**config.mk**
```make
export PLATFORM = sky130hd
export DESIGN_NAME = prm_mask_responder
export DESIGN_NICKNAME = d
export VERILOG_FILES = /design/src/rtl/prm_mask_responder.sv
export SDC_FILE = /design/constraint.sdc
export NUM_CORES = 1
export LEC_CHECK = 0
export ABC_AREA = 1
export CAP_MARGIN = 5
export CORE_MARGIN = 2
export CORE_UTILIZATION = 45
export DETAILED_ROUTE_END_ITERATION = 16
export PLACE_DENSITY = 0.71
export SYNTH_ARGS = -nofsm -noshare
export SYNTH_HDL_FRONTEND = slang
export SYNTH_SLANG_ARGS = --single-unit
```
**constraint.sdc**
```tcl
create_clock -name CLK -period 21.1 [get_ports CLK]
set_clock_uncertainty 0.05 [all_clocks]
set_input_delay 3.165 -clock CLK [delete_from_list [all_inputs] [get_ports CLK]]
set_output_delay 3.165 -clock CLK [all_outputs]
set_load 0.005 [all_outputs]
```
**src/rtl/prm_mask_responder.sv**
```systemverilog
// Responder for the coordinate/edge-mask check interface: drives x/y/z to the LUT
// fabric, waits out the settle interval, then streams the captured mask as beats.
module prm_mask_responder #(
    parameter int XW     = 4,
    parameter int YW     = 5,
    parameter int ZW     = 5,
    parameter int MASKW  = 512,
    parameter int BEATW  = 32,
    parameter int SETTLE = 2
) (
    input  logic                  CLK,
    input  logic                  RST,
    input  logic                  req_valid,
    output logic                  req_ready,
    input  logic [XW+YW+ZW-1:0]   req_xyz,
    output logic [XW-1:0]         x,
    output logic [YW-1:0]         y,
    output logic [ZW-1:0]         z,
    input  logic [MASKW-1:0]      edge_mask,
    output logic                  rsp_valid,
    input  logic                  rsp_ready,
    output logic [BEATW-1:0]      rsp_data,
    output logic [3:0]            rsp_idx,
    output logic                  rsp_last,
    output logic [9:0]            hit_cnt,
    output logic                  hit_valid
);

    localparam int NBEATS = MASKW / BEATW;

    localparam logic [1:0] ST_IDLE   = 2'd0;
    localparam logic [1:0] ST_SETTLE = 2'd1;
    localparam logic [1:0] ST_SEND   = 2'd2;
    localparam logic [1:0] ST_DONE   = 2'd3;

    logic [1:0]       state;
    logic [3:0]       settle_cnt;
    logic [MASKW-1:0] shadow;
    logic [9:0]       acc;
    logic [3:0]       idx;
    logic [9:0]       beat_sum;

    function automatic logic [9:0] beat_popcount(input logic [BEATW-1:0] v);
        logic [9:0] cnt;
        cnt = '0;
        for (int i = 0; i < BEATW; i++) begin
            cnt = cnt + 10'(v[i]);
        end
        return cnt;
    endfunction

    // req_ready is held low while reset is asserted so every output reads 0 during reset
    assign req_ready = (state == ST_IDLE) && !RST;
    assign rsp_valid = (state == ST_SEND);
    assign rsp_data  = shadow[idx*BEATW +: BEATW];
    assign rsp_idx   = idx;
    assign rsp_last  = rsp_valid && (idx == 4'(NBEATS - 1));
    assign hit_valid = (state == ST_DONE);
    assign beat_sum  = acc + beat_popcount(rsp_data);

    // hit_cnt is loaded on the final handshake so it is already valid in the DONE cycle
    always_ff @(posedge CLK or posedge RST) begin
        if (RST) begin
            state      <= ST_IDLE;
            settle_cnt <= '0;
            shadow     <= '0;
            acc        <= '0;
            idx        <= '0;
            hit_cnt    <= '0;
            x          <= '0;
            y          <= '0;
            z          <= '0;
        end else begin
            case (state)
                ST_IDLE: begin
                    if (req_valid) begin
                        {x, y, z}  <= req_xyz;
                        settle_cnt <= 4'(SETTLE);
                        state      <= ST_SETTLE;
                    end
                end
                ST_SETTLE: begin
                    settle_cnt <= settle_cnt - 4'd1;
                    if (settle_cnt == 4'd1) begin
                        shadow <= edge_mask;
                        state  <= ST_SEND;
                    end
                end
                ST_SEND: begin
                    if (rsp_ready) begin
                        if (rsp_last) begin
                            hit_cnt <= beat_sum;
                            acc     <= '0;
                            idx     <= '0;
                            state   <= ST_DONE;
                        end else begin
                            acc <= beat_sum;
                            idx <= idx + 4'd1;
                        end
                    end
                end
                default: begin
                    acc   <= '0;
                    state <= ST_IDLE;
                end
            endcase
        end
    end

endmodule

```
# Word level (Yosys, flattened, before mapping)
# Cells that the tools add are included.
# totals
regBits	556
out_inout_bits	64
# classes
add_sub_neg	34
n_eq_ne	9
shifts	1
n_mux	11
n_bitwise	1
reduce_logical	13
# ops
cell	count
variable part select 512 x 10 -> 32 bit	1
adder 10 x 1 -> 10 bit	22
two-way mux 10 bit	2
case mux 10 bit (2 select lines)	1
adder 10 bit	1
adder 9 x 1 -> 10 bit	1
AND reduction 2 bit	5
adder 8 x 1 -> 9 bit	1
adder 7 x 1 -> 8 bit	1
two-way mux 2 bit	4
two-way mux 4 bit	2
case mux 4 bit (2 select lines)	1
adder 6 x 1 -> 7 bit	1
adder 5 x 1 -> 6 bit	1
case mux 2 bit (3 select lines)	1
adder 4 x 1 -> 5 bit	1
adder 3 x 1 -> 4 bit	1
adder 4 x 1 -> 4 bit (second input constant)	1
== test 2 bit (second input constant)	2
== test 4 x 1 -> 1 bit (second input constant)	1
== test 4 bit (second input constant)	1
!= test 2 x 1 -> 1 bit (second input constant)	2
!= test 2 bit (second input constant)	2
AND reduction 4 bit	1
other kinds (11)	12

# Logic depth before layout (Yosys ltp)
# depth
depth_word	36
depth_mapped	30
depth_no_buf	27

# Worst setup path before layout
# OpenSTA, ideal clock, no wires.
# synth_path
path_type	input -> output
start	input port RST
end	output port req_ready
arrival_time_ns	3.271
required_ns	17.885
path_slack_ns	14.614
path_stages	1
path_buffers	0
cell_sequence	nor2_1
# synth_via
elab_chain_cells	2
# synth_lines
item	line	text
start: declaration	12	input logic RST,
logical NOT 1 bit (no line)	n/a	
logical AND 1 bit	53	assign req_ready = (state == ST_IDLE) && !RST;
end: declaration	14	output logic req_ready,
# Every way passes these cells.

# Worst setup path after layout
# layout_path
start	register idx[0] (netlist: rsp_idx[0])
end	output port rsp_data[8]
# layout_via
elab_chain_cells	1
# layout_lines
item	line	text
start: declaration	40	logic [3:0] idx;
start signal: assignment	98	idx <= idx + 4'd1;
variable part select 512 x 10 -> 32 bit	55	assign rsp_data = shadow[idx*BEATW +: BEATW];
end: declaration	22	output logic [BEATW-1:0] rsp_data,
# Every way passes these cells.

==> impl_metrics.yaml <==
status:
  status: "finished clean"
synth:
  yosys.cell_types.count: 33
  synthCells: 2633
  ys_warn_count: 0
  syn_nets: 3211
  ys_ff_latch: 556
  synth_area_sq_mm: 0.02897
  synth_seq_area_share_pct: 48.03
  synth_area_per_cell_sq_um: 11.00
hold_path:
  hold_path.class: "reg2reg"
setup_path:
  cp_max_fo: 111
  cp.depth: 7
  path_cells: "buf_4 -> buf_4 -> o211ai_1 -> nand3_1 -> nand3_1 -> nand3_1 -> clkdlybuf4s50_1"
  r2r_end: "acc[8]"
  crit_end: "rsp_data[8]"
  rr_worst_depth: 25
  crit_buf_inv: 3
  critical_path_class: "reg2out"
  worstSetupEndpointType: "primary output"
  rrSetupSlack_ns: 13.14
  arrival_ns: 4.83
  critPathMaxStageDelay_ns: 0.94
  required_ns: 17.89
  r2r_start: "rsp_idx[0]"
  slowest_stage: "buf_4"
  crit_path_start: "rsp_idx[0]"
  crit_top_cell: "nand3_1"
  critPathTopFamily: "buffers and inverters"
  startpoint_type: "register"
sta:
  slew_headroom_pct: 26.15
  setup_ws_ns: 13.05
  setup_viol: 0
  finalCritPeriodShare_pct: 38.14
  fin_crit_ns: 8.049
  holdWs_ns: 0.4425
  rsz0062_at_grt: "false"
  worst_pin_slew_ns: 1.108
  fmax_mhz: 124.2
  drv_slew: 0
  hold_viol: 0
  setup_tns_ns: 0
layout:
  layout.nets: 3714
  multi_input_area_sq_mm: 0.01271
  layout_common_cells: "593 x clkdlybuf4s50_1, 553 x dfrtp_1, 398 x mux2_4, 340 x nor2_1, 262 x nand2_1"
  drive_gt1_share_pct: 17.24
  area_growth_pct: 26.70
  fillers: 5389
  final_common_cell: "clkdlybuf4s50_1"
  regArea_sq_mm: 0.01392
die:
  boundaryPins: 594
  die_x_um: 257.7
  fp-row-count: 93
  dieArea_sq_mm: 0.06642
  die_h_um: 257.7
  core_sq_mm: 0.06400
  initial_utilization_pct: 45.26
placement:
  pre_cts_ws_ns: 13.20
  io_buffer_count: 593
  gp_congestion: 0.8878
  hpwl_um: 71810
clock_tree:
  cts.repair.resized: 0
  cts_buffer_depth: 3
  cts-root-buf: "clkbuf_16"
  clkTransAtPathRegs_ns: 0.06
  clkSinkCount: 556
  cts_tree: "done"
  h-tree-depth: 2
  insertion_delay_ns: 0.63
  cts_made_buffers: 60
  post_cts_buffers: 0
  postCtsHoldBufs: 0
global_routing:
  globalRouteMet1Util_pct: 37.30
  grt_pass1_vias: 21970
  grt_max_degree: 161
  grt_first_pass_wirelength_um: 141800
  grt_usage_pct: 28.88
  grt_use_met2_pct: 46.54
  busiest_layer: "met2"
  grt-ovfl-total: 0
  grtUsageMet3_pct: 6.517
  antenna_found_initial: 26
routing:
  postRouteAntennaNets: 0
  firstDrtPassIters: 5
  drtIter0Drc: 1664
  wl_per_cell_um: 23.90
  drc: 0
  wl_um: 97050
  dr_total_vias: 21390
  via_per_inst: 5.267
job:
  maxCapViolCount: 0
## cells in the mapped netlist (all sizes together)
cell | number | area [sq um]
a21o | 1 | 7.510
a21oi | 198 | 991.0
a31oi | 1 | 6.260
buf | 131 | 1509
clkbuf | 43 | 165.1
dfrtp | 556 | 13910
fa | 26 | 520.5
ha | 22 | 275.3
inv | 182 | 683.2
mux2 | 412 | 6133
nand2 | 263 | 989.7
nand3 | 108 | 553.0
nand3b | 3 | 22.52
nand4 | 3 | 18.77
nor2 | 345 | 1320
o211ai | 58 | 435.4
o21ai | 274 | 1371
o22ai | 2 | 12.51
or2 | 1 | 6.260
xnor2 | 2 | 17.52
xor2 | 2 | 17.52
## metal layers
metal,vias to the layer above,share of wire (%)
li1,9854,-
met1,10560,41
met2,786,47
met3,180,7.1
met4,8,4.4
met5,-,0.049
## worst min path at each step
stage,slack [ns],start,cells after the start,endpoint
6_report,0.44,hit_cnt[5],2,hit_cnt[5]
4_1_cts,0.45,hit_cnt[5],2,hit_cnt[5]
3_5_place_dp,0.43,acc[4],2,acc[4]
5_1_grt,0.46,shadow[168],1,shadow[168]
3_3_place_gp,0.42,hit_cnt[5],2,hit_cnt[5]
2_1_floorplan,0.41,acc[4],2,acc[4]
## layout make-up
| class | count | share of cell area [%] |
|---|---|---|
| Antenna cell | 21 | 0.1432 |
| Inverter | 182 | 1.895 |
| Tap cell | 855 | 2.915 |
| Multi-Input combinational cell | 1721 | 34.62 |
| Clock buffer | 88 | 4.813 |
| Clock inverter | 22 | 0.9647 |
| Timing Repair Buffer | 615 | 16.72 |
| Sequential cell | 556 | 37.93 |
## tightest hold or removal path, stage by stage (launching register included)
cell and delay (ns):
dfrtp_1 0.35, nand2_1 0.05, nand2_1 0.06
## state kept, by name, summed over array words and instances (netlist names)
| signal | cells |
|---|---|
| state | 2 |
| rsp_idx | 4 |
| z | 5 |
| x | 4 |
| acc | 10 |
| hit_cnt | 10 |
| settle_cnt | 4 |
| y | 5 |
| shadow | 512 |
## cell families after synthesis
family | Yosys count | share of synthesized area (%)
adder cells (fa/ha/maj) | 48 | 2.747
XOR/XNOR | 4 | 0.1210
multiplexers | 412 | 21.17
AND/OR/NAND/NOR | 723 | 10.05
buffers and inverters | 356 | 8.137
AO/OA/AOI/OAI | 534 | 9.748
flip-flops | 556 | 48.03
## through the flow
stage,utilization (%),std cells,cell area (sq um)
floorplan,-,2633,28970
global placement,53.96,3929,34530
detailed placement,53.96,3929,34530
CTS,57.27,4039,36650
global route,57.34,4056,36700
finish,57.35,4060,36710
Power is left out: the tool's default activity adds up to more than one toggle a clock period on the data nets, which glitch-free logic cannot reach.
